## src/rtl/beat_tempo_tracker_if.sv

```systemverilog
// Beat tracker port bundle: frame strobe and beat flag in, tempo outputs back.
interface beat_tempo_tracker_if #(
    parameter int unsigned CNT_W = 8
) ();
    logic             frame_tick;
    logic             beat_in;
    logic             beat_pulse;
    logic [CNT_W-1:0] interval_frames;
    logic [7:0]       bpm;
    logic             bpm_valid;
    logic             bpm_update;
    logic             locked;

    modport master (
        output frame_tick, beat_in,
        input  beat_pulse, interval_frames, bpm, bpm_valid, bpm_update, locked
    );

    modport slave (
        input  frame_tick, beat_in,
        output beat_pulse, interval_frames, bpm, bpm_valid, bpm_update, locked
    );
endinterface

```

## src/rtl/beat_tempo_tracker.sv

```systemverilog
// Beat tempo tracker: refractory filter, interval history average, restoring divide to BPM.
// Define BPM_OCTAVE_FOLD_EN to fold the result into the 80..159 BPM octave.
module beat_tempo_tracker #(
    parameter int unsigned FRAMES_PER_MIN = 5625,
    parameter int unsigned MIN_INTERVAL   = 23,
    parameter int unsigned MAX_INTERVAL   = 140,
    parameter int unsigned HIST_DEPTH     = 4,
    parameter int unsigned CNT_W          = 8,
    parameter int unsigned DIV_W          = 16
) (
    input  logic                 clk,
    input  logic                 reset,
    beat_tempo_tracker_if.slave  bus
);
    localparam int unsigned HW = $clog2(HIST_DEPTH);
    localparam int unsigned FW = $clog2(HIST_DEPTH + 1);
    localparam int unsigned BW = $clog2(DIV_W);
    localparam logic [DIV_W-1:0] DIVIDEND = DIV_W'(FRAMES_PER_MIN * HIST_DEPTH);
    localparam logic [CNT_W-1:0] D_SAT    = CNT_W'(MAX_INTERVAL + 1);
    localparam logic [FW-1:0]    FILL_MAX = FW'(HIST_DEPTH);

    typedef enum logic {StSearch, StTrack} trk_state_e;
`ifdef BPM_OCTAVE_FOLD_EN
    typedef enum logic [1:0] {StIdle, StDivide, StFold} div_state_e;
`else
    typedef enum logic [1:0] {StIdle, StDivide} div_state_e;
`endif

    trk_state_e       r_trk_state, w_trk_next;
    logic [CNT_W-1:0] r_cnt, w_cnt_next, w_d;
    logic [CNT_W-1:0] r_hist [HIST_DEPTH];
    logic [HW-1:0]    r_wr_ptr;
    logic [FW-1:0]    r_fill, w_fill_inc;
    logic [DIV_W-1:0] r_sum, w_sum_new;
    logic             r_beat_pulse, r_locked, r_bpm_valid, r_bpm_update, r_div_req;
    logic [CNT_W-1:0] r_interval;
    logic [7:0]       r_bpm;
    logic             w_accept, w_timeout, w_lock, w_req_new;

    div_state_e       r_div_state, w_div_next;
    logic [DIV_W-1:0] r_rem, r_quo, r_dvsr;
    logic [BW-1:0]    r_bit_cnt;
    logic [DIV_W:0]   w_rem_sh;
    logic [DIV_W-1:0] w_rem_diff, w_rem_step, w_quo_step;
    logic             w_ge, w_last, w_start, w_done;
    logic [7:0]       w_raw_bpm, w_result;
`ifdef BPM_OCTAVE_FOLD_EN
    logic [7:0]       r_fold, w_fold_step;
    logic             w_fold_load;

    function automatic logic in_band(input logic [7:0] v);
        return (v == 8'd0) || ((v >= 8'd80) && (v < 8'd160));
    endfunction

    function automatic logic [7:0] fold_once(input logic [7:0] v);
        return (v < 8'd80) ? {v[6:0], 1'b0} : {1'b0, v[7:1]};
    endfunction
`endif

    // ---------------- beat tracking ----------------
    assign w_d        = (r_cnt >= D_SAT) ? D_SAT : r_cnt + 1'b1;
    assign w_fill_inc = (r_fill == FILL_MAX) ? r_fill : r_fill + 1'b1;
    assign w_sum_new  = r_sum - DIV_W'(r_hist[r_wr_ptr]) + DIV_W'(w_d);
    assign w_req_new  = w_accept && (w_fill_inc == FILL_MAX);

    always_comb begin
        w_trk_next = r_trk_state;
        w_cnt_next = r_cnt;
        w_accept   = 1'b0;
        w_timeout  = 1'b0;
        w_lock     = 1'b0;
        if (bus.frame_tick) begin
            case (r_trk_state)
                StSearch: begin
                    if (bus.beat_in) begin
                        w_lock     = 1'b1;
                        w_trk_next = StTrack;
                        w_cnt_next = '0;
                    end else begin
                        w_cnt_next = w_d;
                    end
                end
                StTrack: begin
                    // Counter never exceeds MAX_INTERVAL in TRACK, so d>MAX only on the
                    // first frame past the window; a beat there is too late to count.
                    if (w_d > CNT_W'(MAX_INTERVAL)) begin
                        w_timeout  = 1'b1;
                        w_trk_next = StSearch;
                        w_cnt_next = w_d;
                    end else if (bus.beat_in && (w_d >= CNT_W'(MIN_INTERVAL))) begin
                        w_accept   = 1'b1;
                        w_cnt_next = '0;
                    end else begin
                        w_cnt_next = w_d;
                    end
                end
                default: w_trk_next = StSearch;
            endcase
        end
    end

    always_ff @(posedge clk) begin
        if (reset) begin
            r_trk_state  <= StSearch;
            r_cnt        <= '0;
            r_wr_ptr     <= '0;
            r_fill       <= '0;
            r_sum        <= '0;
            r_beat_pulse <= 1'b0;
            r_locked     <= 1'b0;
            r_interval   <= '0;
            r_div_req    <= 1'b0;
            for (int unsigned i = 0; i < HIST_DEPTH; i++) r_hist[i] <= '0;
        end else begin
            r_trk_state  <= w_trk_next;
            r_cnt        <= w_cnt_next;
            r_beat_pulse <= w_lock | w_accept;
            if (w_lock) r_locked <= 1'b1;
            if (w_accept) begin
                r_interval       <= w_d;
                r_hist[r_wr_ptr] <= w_d;
                r_wr_ptr         <= r_wr_ptr + 1'b1;
                r_fill           <= w_fill_inc;
                r_sum            <= w_sum_new;
            end
            if (w_timeout) begin
                r_locked <= 1'b0;
                r_wr_ptr <= '0;
                r_fill   <= '0;
                r_sum    <= '0;
                for (int unsigned i = 0; i < HIST_DEPTH; i++) r_hist[i] <= '0;
            end
            // One flag covers both a fresh request and the single pending slot.
            if (w_req_new) r_div_req <= 1'b1;
            else if (w_start || w_timeout) r_div_req <= 1'b0;
        end
    end

    // ---------------- restoring divider ----------------
    assign w_rem_sh   = {r_rem, r_quo[DIV_W-1]};
    assign w_ge       = (w_rem_sh >= {1'b0, r_dvsr});
    assign w_rem_diff = w_rem_sh[DIV_W-1:0] - r_dvsr;
    assign w_rem_step = w_ge ? w_rem_diff : w_rem_sh[DIV_W-1:0];
    assign w_quo_step = {r_quo[DIV_W-2:0], w_ge};
    assign w_last     = (r_bit_cnt == BW'(DIV_W - 1));
    assign w_raw_bpm  = (|w_quo_step[DIV_W-1:8]) ? 8'hFF : w_quo_step[7:0];
`ifdef BPM_OCTAVE_FOLD_EN
    assign w_fold_step = fold_once(r_fold);
`endif

    always_comb begin
        w_div_next = r_div_state;
        w_start    = 1'b0;
        w_done     = 1'b0;
        w_result   = r_bpm;
`ifdef BPM_OCTAVE_FOLD_EN
        w_fold_load = 1'b0;
`endif
        case (r_div_state)
            StIdle: begin
                if (r_div_req) begin
                    w_start    = 1'b1;
                    w_div_next = StDivide;
                end
            end
            StDivide: begin
                if (w_last) begin
`ifdef BPM_OCTAVE_FOLD_EN
                    if (in_band(w_raw_bpm)) begin
                        w_done     = 1'b1;
                        w_result   = w_raw_bpm;
                        w_div_next = StIdle;
                    end else begin
                        w_fold_load = 1'b1;
                        w_div_next  = StFold;
                    end
`else
                    w_done     = 1'b1;
                    w_result   = w_raw_bpm;
                    w_div_next = StIdle;
`endif
                end
            end
`ifdef BPM_OCTAVE_FOLD_EN
            StFold: begin
                if (in_band(w_fold_step)) begin
                    w_done     = 1'b1;
                    w_result   = w_fold_step;
                    w_div_next = StIdle;
                end
            end
`endif
            default: w_div_next = StIdle;
        endcase
        if (w_timeout) begin
            w_div_next = StIdle;
            w_start    = 1'b0;
            w_done     = 1'b0;
        end
    end

    always_ff @(posedge clk) begin
        if (reset) begin
            r_div_state  <= StIdle;
            r_rem        <= '0;
            r_quo        <= '0;
            r_dvsr       <= '0;
            r_bit_cnt    <= '0;
            r_bpm        <= '0;
            r_bpm_valid  <= 1'b0;
            r_bpm_update <= 1'b0;
`ifdef BPM_OCTAVE_FOLD_EN
            r_fold       <= '0;
`endif
        end else begin
            r_div_state  <= w_div_next;
            r_bpm_update <= w_done;
            if (w_start) begin
                r_rem     <= '0;
                r_quo     <= DIVIDEND;
                r_dvsr    <= r_sum;
                r_bit_cnt <= '0;
            end else if (r_div_state == StDivide) begin
                r_rem     <= w_rem_step;
                r_quo     <= w_quo_step;
                r_bit_cnt <= r_bit_cnt + 1'b1;
            end
`ifdef BPM_OCTAVE_FOLD_EN
            if (w_fold_load) r_fold <= w_raw_bpm;
            else if (r_div_state == StFold) r_fold <= w_fold_step;
`endif
            if (w_done) begin
                r_bpm       <= w_result;
                r_bpm_valid <= 1'b1;
            end
            if (w_timeout) r_bpm_valid <= 1'b0;
        end
    end

    assign bus.beat_pulse      = r_beat_pulse;
    assign bus.interval_frames = r_interval;
    assign bus.bpm             = r_bpm;
    assign bus.bpm_valid       = r_bpm_valid;
    assign bus.bpm_update      = r_bpm_update;
    assign bus.locked          = r_locked;
endmodule
```

## src/flat_wrapper.sv

```systemverilog
// flat-port wrapper written by rule: the top's interface ports become plain ports
module beat_tempo_tracker_flat 
#(
    parameter int unsigned FRAMES_PER_MIN = 5625,
    parameter int unsigned MIN_INTERVAL   = 23,
    parameter int unsigned MAX_INTERVAL   = 140,
    parameter int unsigned HIST_DEPTH     = 4,
    parameter int unsigned CNT_W          = 8,
    parameter int unsigned DIV_W          = 16
)
  (clk, reset, bus_frame_tick, bus_beat_in, bus_beat_pulse, bus_interval_frames, bus_bpm, bus_bpm_valid, bus_bpm_update, bus_locked);
  beat_tempo_tracker_if #(.CNT_W(CNT_W)) bus_i ();
  input  logic clk;
  input  logic reset;
  input wire logic [$bits(bus_i.frame_tick)-1:0] bus_frame_tick;
  input wire logic [$bits(bus_i.beat_in)-1:0] bus_beat_in;
  output wire logic [$bits(bus_i.beat_pulse)-1:0] bus_beat_pulse;
  output wire logic [$bits(bus_i.interval_frames)-1:0] bus_interval_frames;
  output wire logic [$bits(bus_i.bpm)-1:0] bus_bpm;
  output wire logic [$bits(bus_i.bpm_valid)-1:0] bus_bpm_valid;
  output wire logic [$bits(bus_i.bpm_update)-1:0] bus_bpm_update;
  output wire logic [$bits(bus_i.locked)-1:0] bus_locked;
  assign bus_i.frame_tick = bus_frame_tick;
  assign bus_i.beat_in = bus_beat_in;
  assign bus_beat_pulse = bus_i.beat_pulse;
  assign bus_interval_frames = bus_i.interval_frames;
  assign bus_bpm = bus_i.bpm;
  assign bus_bpm_valid = bus_i.bpm_valid;
  assign bus_bpm_update = bus_i.bpm_update;
  assign bus_locked = bus_i.locked;
  beat_tempo_tracker #(.FRAMES_PER_MIN(FRAMES_PER_MIN), .MIN_INTERVAL(MIN_INTERVAL), .MAX_INTERVAL(MAX_INTERVAL), .HIST_DEPTH(HIST_DEPTH), .CNT_W(CNT_W), .DIV_W(DIV_W)) u_core (.clk(clk), .reset(reset), .bus(bus_i));
endmodule
```

## config.mk

```make
export PLATFORM = sky130hd
export DESIGN_NAME = beat_tempo_tracker_flat
export DESIGN_NICKNAME = d
export VERILOG_FILES = /design/src/rtl/beat_tempo_tracker_if.sv /design/src/rtl/beat_tempo_tracker.sv /design/src/flat_wrapper.sv
export SDC_FILE = /design/constraint.sdc
export NUM_CORES = 1
export LEC_CHECK = 0
export BUFFER_PORTS_ARGS = -buffer_cell sky130_fd_sc_hd__buf_2
export CAP_MARGIN = 20
export CORE_UTILIZATION = 55
export CTS_CLUSTER_DIAMETER = 40
export DETAILED_ROUTE_END_ITERATION = 12
export GPL_ROUTABILITY_DRIVEN = 0
export PLACE_DENSITY_LB_ADDON = 0.3
export REMOVE_ABC_BUFFERS = 1
export SYNTH_ARGS = -nofsm -noshare
export SYNTH_HDL_FRONTEND = slang
export SYNTH_SLANG_ARGS = --single-unit
export TNS_END_PERCENT = 10
```

## constraint.sdc

```tcl
create_clock -name clk -period 3.95 [get_ports clk]
set_input_delay 0.79 -clock clk [delete_from_list [all_inputs] [get_ports clk]]
set_output_delay 0.79 -clock clk [all_outputs]
set_load 0.01 [all_outputs]
```

==> impl_metrics.py, run 1 <==
metrics = {
    "pwr": {
        "power_density_mw_per_mm2": 374,
        "peakVddDrop_uv": 359,
        "leakagePower_uw": 0.00326,
    },
    "layout": {
        "post-route-cell-area_mm2": 0.00830,
        "n_antenna_cell": 0,
        "drive_above_1_share_pct": 12.3,
        "area_delta_synth_final_pct": 11.9,
        "nets": 922,
        "fill_cells": 1107,
        "fin_cells": 1056,
    },
    "yosys": {
        "synth_xor_area_share_pct": 3.43,
        "synth_edf_count": 32,
        "syn_avg_cell_area_um2": 8.84,
        "ys_ff_latch": 138,
        "synth_top_family_by_area": "simple AND/OR/NAND/NOR gates",
        "netlist_top_cells_count": "125 x nor2_1, 106 x dfxtp_1, 83 x nand2_1",
        "synth_flop_cell": "dfxtp_1",
        "synth_top_area_share_pct": 28.6,
        "yosysSeqAreaShare_pct": 41.6,
        "synthCells": 839,
        "synth.largest_area_cell": "dfxtp_1",
        "yosysWarnings": 0,
        "ys_top_cells_by_area": "dfxtp_1 29%, edfxtp_1 13%, ha_1 7.1%, nor2_1 6.3%, a21oi_1 5.2%",
        "yosys.area_share.simple_pct": 19.2,
        "synthMuxAreaShare_pct": 5.30,
        "synth_cell_types": 62,
        "netlist_area_mm2": 0.00742,
        "yosys.area_share.adder_pct": 9.52,
        "synth_compound_area_share_pct": 15.0,
        "ys_async_sr_fraction_pct": 0,
        "synth_most_common_cell": "nor2_1",
    },
    "clock_network": {
        "cts_root_buf": "clkbuf_16",
        "cts.clk_slew.worst_paths_ns": 0.06,
        "h-tree-depth": 4,
        "numCtsBuffers": 17,
        "cts.sinks": 138,
        "clock_path_buffers": 2,
        "clkLatencyLatePin_ns": 0.42,
        "cts_tree": "done",
    },
    "drt": {
        "via_count": 5928,
        "first_iter_violations": 421,
        "drcViolationCount": 0,
        "routed_wl_um": 15900,
        "drt_first_pass_iters": 5,
        "avgRoutedWirePerCell_um": 15.1,
        "postRouteAntennaNets": 0,
        "via_per_inst": 5.61,
    },
    "timing": {
        "rsz0062_at_grt": "yes",
        "finalHoldViolCount": 0,
        "clock_skew_ns": 0.00700,
        "finalCritPeriodShare_pct": 95.6,
        "report.final.slew_viol_count": 0,
        "tightest_slew_ns": 0.835,
        "setup_ws_ns": 0.176,
        "finalSetupViolCount": 0,
        "fin_crit_ns": 3.77,
        "fmax_mhz": 265,
        "slew_headroom_pct": 44.4,
        "finalSetupTns_ns": 0,
    },
    "critical_path": {
        "critPathMaxStageDelay_ns": 0.44,
        "worstPathCellList": "inv_1, ha_1, nor2b_1, o21ba_4, or2b_4, nand2_1, fa_1, inv_1, ha_1, a211oi_2, o21ai_1, a31o_2, a211oi_2, o31ai_1, o21a_1, o21ai_1, xor2_1, nor2_1",
        "critPathLaunchType": "flip-flop",
        "cp_slowest_cell": "fa_1",
        "crit_fanout": 4,
        "arrival_ns": 4.08,
        "endpoint_kind": "flip-flop",
        "cp.required_ns": 4.25,
        "path_class": "flip-flop to flip-flop",
    },
    "floorplan": {
        "start_util_pct": 56.2,
        "coreArea_mm2": 0.0132,
        "rows": 42,
        "ios": 24,
        "dieArea_mm2": 0.0140,
        "fp.dieH_um": 118,
        "die_w_um": 118,
    },
    "placed_design": {
        "place_ws_ns": -0.0513,
        "place_area_mm2": 0.00773,
        "io_buffers": 23,
        "dp_hpwl_um": 11300,
        "dp.cells": 1023,
    },
    "global_routing": {
        "overflow": 0,
        "antenna_found_initial": 0,
        "grt_pass1_wl_um": 26000,
        "grt_start_max_net_pins": 64,
        "grt_use_total_pct": 23.6,
        "grt_pass1_vias": 5580,
    },
    "run": {
        "drv_cap": 0,
    },
    "worst_hold_path": {
        "min_path_type": "flip-flop to flip-flop",
    },
    "status": {
        "run_status": "complete, no violations",
    },
}
==> state kept, by name, summed over array words and instances, names as in the netlist, 2 cells and up, named ones only <==
| name | cells |
|---|---|
| u_core.r_quo | 16 |
| u_core.r_sum | 16 |
| u_core.r_bit_cnt | 4 |
| u_core.r_dvsr | 16 |
| u_core.bus.interval_frames | 8 |
| u_core.r_hist | 32 |
| u_core.r_wr_ptr | 2 |
| u_core.r_cnt | 8 |
| u_core.r_fill | 3 |
| u_core.r_rem | 16 |
| u_core.bus.bpm | 8 |
==> logic make-up (layout without fill, tap and decap cells) <==
logic type      Yosys count  after routing
fa+ha+maj                51             51
compound gates          177            177
simple gates            313            313
xor+xnor                 29             29
buf+inv                 102            143
flops                   138            138
mux                      29             29
==> critical path: cells and delay by family (launching register included) <==
family	cells	cell delay (ns)
compound gates	8	1.55
xor+xnor	1	0.15
fa+ha+maj	3	0.89
buf+inv	2	0.14
flops	1	0.35
simple gates	4	0.57
==> per-layer routing <==
layer	vias to the layer above	part of all wire, %	track usage, %	wire (um)
met5	-	0	0	0
met4	0	2.3	10.3	371
met3	27	4.3	6.06	677
met2	145	50	40.0	7870
met1	2815	44	28.0	6980
li1	2941	-	-	-
==> area by class of cell <==
cell class,instances,area (um^2),share of cell area (%)
multi-input cells,599,3900,47.0
flip-flops and latches,138,3090,37.2
clock buffers,23,489,5.89
repair buffers,49,310,3.74
inverters,62,233,2.80
well taps,176,220,2.65
clock inverters,9,61.3,0.739
==> stage by stage <==
stage	utilization, %	hold WS, ns	power (uW)
2_1_floorplan	-	0.426	1610
3_3_place_gp	58.6	0.434	1650
3_5_place_dp	58.6	0.441	1660
4_1_cts	62.8	0.450	3120
5_1_grt	62.9	0.468	3210
6_report	62.9	0.448	3100
==> repair_timing <==
item | CTS | global route
gates resized for setup | 1 | 4
cloned | 0 | 0
hold buffers | 0 | 0
pin swaps | 0 | 5
setup buffers | 0 | 1
endpoints found under the setup margin | 1 | 4
==> report_power, final <==
part,switching [uW],internal (uW)
Clock,592,873
Combinational,103,67.2
Sequential,9.28,1460
Total,705,2400
==> worst paths after layout <==
kind                        start                   end  slack, ns  cells past startpoint
min          u_core.bus.bpm_valid  u_core.bus.bpm_valid       0.45                      2
max reg2reg       u_core.r_cnt[0]      u_core.r_sum[15]       0.18                     18
min reg2reg  u_core.bus.bpm_valid  u_core.bus.bpm_valid       0.45                      2
max               u_core.r_cnt[0]      u_core.r_sum[15]       0.18                     18
==> cell usage in the layout, fill, tap and decap left out, types with 5 or more instances in the layout <==
| cell | count |
|---|---|
| nor2_1 | 125 |
| a211oi_1 | 15 |
| clkbuf_16 | 18 |
| fa_1 | 9 |
| or3_1 | 5 |
| xnor2_1 | 16 |
| nand2_1 | 83 |
| ha_1 | 42 |
| buf_2 | 23 |
| edfxtp_1 | 32 |
| nand4_1 | 5 |
| o21ai_0 | 26 |
| nor3_1 | 33 |
| xor2_1 | 13 |
| mux2i_1 | 19 |
| o31ai_1 | 5 |
| nand3_1 | 10 |
| nor2b_1 | 17 |
| mux4_2 | 8 |
| a21oi_1 | 76 |
| a21o_1 | 13 |
| inv_1 | 62 |
| a2bb2oi_1 | 6 |
| and3_1 | 5 |
| buf_4 | 26 |
| dfxtp_1 | 104 |
| nand2b_1 | 11 |
Power figures use the tool's default switching activity.
==> run 2: changes to the inputs <==
Settings changed: CELL_PAD_IN_SITES_DETAIL_PLACEMENT from default to 0, CELL_PAD_IN_SITES_GLOBAL_PLACEMENT from default to 1, CORE_UTILIZATION 55 to 44, RECOVER_POWER from default to 100.
==> run 2 against run 1 <==
Net effect:
- register-to-register slack got worse by 0.02 ns
- critical endpoint unchanged
- sequential share of layout area decreased by 0.26 points
- largest cell class unchanged
- clock skew increased by 0.0030 ns
==> impl_metrics.py, run 2 (synthesis gave the netlist of run 1 again) <==
metrics = {
    "timing": {
        "finalHoldViolCount": 0,
        "fin_crit_ns": 3.79,
        "report.final.slew_viol_count": 0,
        "setup_ws_ns": 0.158,
        "tightest_slew_ns": 1.12,
        "rsz0062_at_grt": "no",
        "clock_skew_ns": 0.00998,
        "finalSetupViolCount": 0,
        "fmax_mhz": 264,
        "finalCritPeriodShare_pct": 96.0,
        "slew_headroom_pct": 25.2,
    },
    "drt": {
        "via_count": 5732,
        "dr_wl_met2_um": 7430,
        "first_iter_violations": 283,
        "avgRoutedWirePerCell_um": 14.3,
        "drt-met1-wl_um": 7520,
        "postRouteAntennaNets": 0,
        "via_per_inst": 5.20,
        "highest_layer": "met4",
        "routed_wl_um": 15800,
        "drcViolationCount": 0,
        "wl_met3_um": 470,
        "drt_first_pass_iters": 4,
    },
    "floorplan": {
        "coreArea_mm2": 0.0165,
        "start_util_pct": 44.9,
        "dieArea_mm2": 0.0174,
        "die_w_um": 132,
        "rows": 47,
        "fp.dieH_um": 132,
        "ios": 24,
    },
    "layout": {
        "regArea_mm2": 0.00309,
        "drive_above_1_share_pct": 9.64,
        "mostFrequentLayoutCells": "128 x nor2_1, 104 x dfxtp_1, 83 x nand2_1",
        "area_delta_synth_final_pct": 12.7,
        "nets": 924,
        "n_antenna_cell": 0,
        "final_util_pct": 50.6,
        "final_common_cell": "nor2_1",
        "post-route-cell-area_mm2": 0.00836,
        "multi_input_area_mm2": 0.00386,
        "top_register": "u_core.r_hist",
        "fin_cells": 1102,
        "largest_reg_flops": 32,
        "fill_cells": 1595,
    },
    "run": {
        "drv_cap": 0,
    },
    "critical_path": {
        "critPathMaxStageDelay_ns": 0.46,
        "critPathBufInv": 2,
        "endpoint_kind": "flip-flop",
        "cp_slowest_cell": "fa_1",
        "crit_fanout": 4,
        "critPathLaunchType": "flip-flop",
        "cp.required_ns": 4.26,
        "crit_family": "compound AO/OA/AOI/OAI gates",
        "arrival_ns": 4.10,
        "path_class": "flip-flop to flip-flop",
        "worstPathCellList": "inv_1, ha_1, nor2b_1, o21ba_4, or2b_4, nand2_1, fa_1, inv_1, ha_1, a211oi_2, o21ai_1, a31o_2, a211oi_2, o31ai_2, o21a_1, o21ai_1, xor2_1, nor2_1",
    },
    "global_routing": {
        "grt_use_total_pct": 19.1,
        "antenna_found_initial": 0,
        "grt_start_max_net_pins": 61,
        "grt_pass1_wl_um": 26700,
        "overflow": 0,
        "grt_pass1_vias": 5589,
    },
    "clock_network": {
        "clkLatencyLatePin_ns": 0.43,
        "clock_path_buffers": 2,
        "hold_buffers": 0,
        "cts_tree": "done",
        "cts.sinks": 138,
        "numCtsBuffers": 17,
        "cts_root_buf": "clkbuf_16",
        "h-tree-depth": 4,
        "cts.clk_slew.worst_paths_ns": 0.06,
    },
    "pwr": {
        "p_switching_uw": 754,
        "switching_share_pct": 22.9,
        "peakVddDrop_uv": 361,
        "clkPwrFrac_pct": 50.3,
        "power_frac_seq_pct": 44.6,
        "intPower_uw": 2540,
        "p_total_uw": 3290,
        "power_density_mw_per_mm2": 394,
        "comb_power_share_pct": 5.1,
        "leakagePower_uw": 0.00320,
    },
    "placed_design": {
        "place_ws_ns": -0.0685,
        "dp_hpwl_um": 11300,
        "dp.cells": 1068,
        "io_buffers": 23,
        "place_area_mm2": 0.00779,
    },
    "status": {
        "run_status": "complete, no violations",
    },
    "worst_hold_path": {
        "min_path_type": "flip-flop to flip-flop",
    },
}
run 2: what timing repair did:
action,CTS,global route
pin swaps,0,4
setup endpoints to repair,1,4
resized for setup,2,5
setup buffers,0,1
run 2: worst reg2reg max path, delay by kind of cell (launching register included):
family          cells  cell delay [ns]
xor+xnor            1             0.15
flops               1             0.35
compound gates      8             1.57
simple gates        4             0.54
buf+inv             2             0.15
fa+ha+maj           3             0.91
run 2: power groups by stage:
stage	sequential (uW)	clock, uW	combinational [uW]
2_1_floorplan	1500	0	108
3_3_place_gp	1500	0	159
3_5_place_dp	1500	0	161
4_1_cts	1470	1690	165
5_1_grt	1470	1750	185
6_report	1470	1660	166
run 2: metrics by stage:
stage / setup TNS [ns] / hold slack, ns
after detailed placement: -0.0685 / 0.440
after global routing: 0 / 0.462
after CTS: 0 / 0.450
after floorplan: 0 / 0.426
after global placement: -0.00645 / 0.433
final: 0 / 0.454
run 2: path summary, 6_finish.rpt:
path,startpoint,endpoint,slack (ns),cells after the start
hold / removal,u_core.r_dvsr[3],u_core.r_dvsr[3],0.45,2
setup / recovery,u_core.r_cnt[0],u_core.r_sum[15],0.16,18
setup reg to reg,u_core.r_cnt[0],u_core.r_sum[15],0.16,18
hold reg to reg,u_core.r_dvsr[3],u_core.r_dvsr[3],0.45,2
run 2: area by class of cell:
cell class	instances	area share (%)
clock buffer	21	5.78
clock inverter	11	1.54
inverter	62	2.78
multi-input combinational	599	46.2
sequential	138	36.9
tap	220	3.29
timing repair buffer	51	3.47
run 2: routing by layer:
metal | vias to the layer above | GRT usage [%]
li1 | 2950 | -
met1 | 2675 | 24.0
met2 | 83 | 31.8
met3 | 24 | 3.73
met4 | 0 | 8.98
met5 | - | 0
==> run 3: changes to the inputs <==
Settings changed: MAX_ROUTING_LAYER from default to met4, RECOVER_POWER 100 to default.
==> run 3 against run 2 <==
Net effect:
- sequential cell count stayed put
- clock skew hardly changed
- critical path type unchanged
- sequential power hardly changed
- largest power group unchanged
==> impl_metrics.py, run 3 (synthesis gave the netlist of run 1 again) <==
metrics = {
    "clock_network": {
        "cts_root_buf": "clkbuf_16",
        "clock_path_buffers": 2,
        "h-tree-depth": 4,
        "cts.sinks": 138,
        "clkLatencyLatePin_ns": 0.43,
        "cts.clk_slew.worst_paths_ns": 0.06,
        "cts_tree": "done",
        "numCtsBuffers": 17,
        "hold_buffers": 0,
    },
    "floorplan": {
        "rows": 47,
        "ios": 24,
        "start_util_pct": 44.9,
        "coreArea_mm2": 0.0165,
        "fp.dieH_um": 132,
        "dieArea_mm2": 0.0174,
        "die_w_um": 132,
    },
    "drt": {
        "via_per_inst": 5.23,
        "wl_met3_um": 448,
        "via_count": 5759,
        "drt_first_pass_iters": 4,
        "postRouteAntennaNets": 0,
        "routed_wl_um": 15800,
        "drcViolationCount": 0,
        "first_iter_violations": 261,
        "highest_layer": "met4",
        "avgRoutedWirePerCell_um": 14.4,
        "dr_wl_met2_um": 7500,
        "drt-met1-wl_um": 7550,
    },
    "layout": {
        "final_common_cell": "nor2_1",
        "nets": 924,
        "fin_cells": 1102,
        "fill_cells": 1569,
        "drive_above_1_share_pct": 13.0,
        "mostFrequentLayoutCells": "125 x nor2_1, 104 x dfxtp_1, 83 x nand2_1",
        "post-route-cell-area_mm2": 0.00844,
        "area_delta_synth_final_pct": 13.8,
        "largest_reg_flops": 32,
        "top_register": "u_core.r_hist",
        "n_antenna_cell": 0,
    },
    "critical_path": {
        "worstPathCellList": "inv_1, ha_1, nor2b_1, o21ba_4, or2b_4, nand2_1, fa_1, inv_1, ha_1, a211oi_2, o21ai_1, a31o_2, a211oi_2, o31ai_2, o21a_1, o21ai_1, xor2_1, nor2_1",
        "arrival_ns": 4.10,
        "crit_fanout": 4,
        "cp.required_ns": 4.26,
        "cp_slowest_cell": "fa_1",
        "critPathLaunchType": "flip-flop",
        "critPathMaxStageDelay_ns": 0.46,
        "path_class": "flip-flop to flip-flop",
        "endpoint_kind": "flip-flop",
    },
    "pwr": {
        "peakVddDrop_uv": 363,
        "p_total_uw": 3290,
        "power_density_mw_per_mm2": 390,
        "leakagePower_uw": 0.00330,
    },
    "status": {
        "run_status": "complete, no violations",
    },
    "timing": {
        "clock_skew_ns": 0.0104,
        "finalHoldViolCount": 0,
        "finalSetupTns_ns": 0,
        "slew_headroom_pct": 53.8,
        "tightest_slew_ns": 0.693,
        "finalCritPeriodShare_pct": 96.0,
        "finalSetupViolCount": 0,
        "rsz0062_at_grt": "no",
        "fin_crit_ns": 3.79,
        "fmax_mhz": 264,
        "report.final.slew_viol_count": 0,
    },
    "placed_design": {
        "place_area_mm2": 0.00779,
        "dp_hpwl_um": 11300,
        "io_buffers": 23,
        "dp.cells": 1068,
    },
    "global_routing": {
        "grt_start_max_net_pins": 61,
        "overflow": 0,
        "grt_pass1_vias": 5580,
        "grt_use_total_pct": 19.8,
        "grt_pass1_wl_um": 26800,
        "antenna_found_initial": 0,
    },
    "worst_hold_path": {
        "min_path_type": "flip-flop to flip-flop",
    },
    "run": {
        "drv_cap": 0,
    },
}
run 3: cell count changes in the layout (fill, tap and decap cells not counted), sizes merged:
cell,previous run,this run
buf,28,51
clkbuf,44,21
run 3: metrics by stage:
step	worst slack (ns)	hold slack, ns	utilization (%)
global route	0.00150	0.459	51.1
CTS	0.0512	0.450	50.9
detailed placement	-0.0685	0.440	47.1
global placement	-0.00645	0.433	47.1
floorplan	0.0270	0.426	-
finish	0.157	0.452	51.1
run 3: power by group:
part	internal [uW]	total, uW	switching (uW)
clock network	1010	1660	648
logic	67.4	168	101
registers	1460	1470	9.08
total	2540	3290	758
run 3: final cells by class:
cell class                      count  area, um^2  area share [%]
Tap cell                          220         275            3.26
Clock inverter                     11         129            1.53
Timing Repair Buffer               51         325            3.85
Clock buffer                       21         483            5.72
Inverter                           62         233            2.76
Multi-Input combinational cell    599        3910            46.3
Sequential cell                   138        3090            36.6
run 3: per-layer routing:
layer	global-route usage, %	vias up
li1	-	2956
met1	24.0	2698
met2	31.8	83
met3	4.42	22
met4	8.40	0
met5	-	-
run 3: timing repair:
action                                  4_1_cts  5_1_grt
pin swaps                                     0        4
resized for setup                             2        5
buffers inserted                              0        1
endpoints found under the setup margin        1        4
run 3: worst paths after layout:
check	from	end	slack (ns)	cells past startpoint
worst max-delay path	u_core.r_cnt[0]	u_core.r_sum[15]	0.16	18
worst min-delay path	u_core.bus.bpm_valid	u_core.bus.bpm_valid	0.45	2
worst max register to register	u_core.r_cnt[0]	u_core.r_sum[15]	0.16	18
worst min register to register	u_core.bus.bpm_valid	u_core.bus.bpm_valid	0.45	2
run 3: worst max-delay path: cells and delay by family (launching register included):
family                     cells  cell delay, ns
AOI/OAI and AO/OA              8            1.56
xor gates and xnor gates       1            0.15
adders and majority gates      3            0.91
buffers and inverters          2            0.15
DFF                            1            0.35
and+or+nand+nor                4            0.55
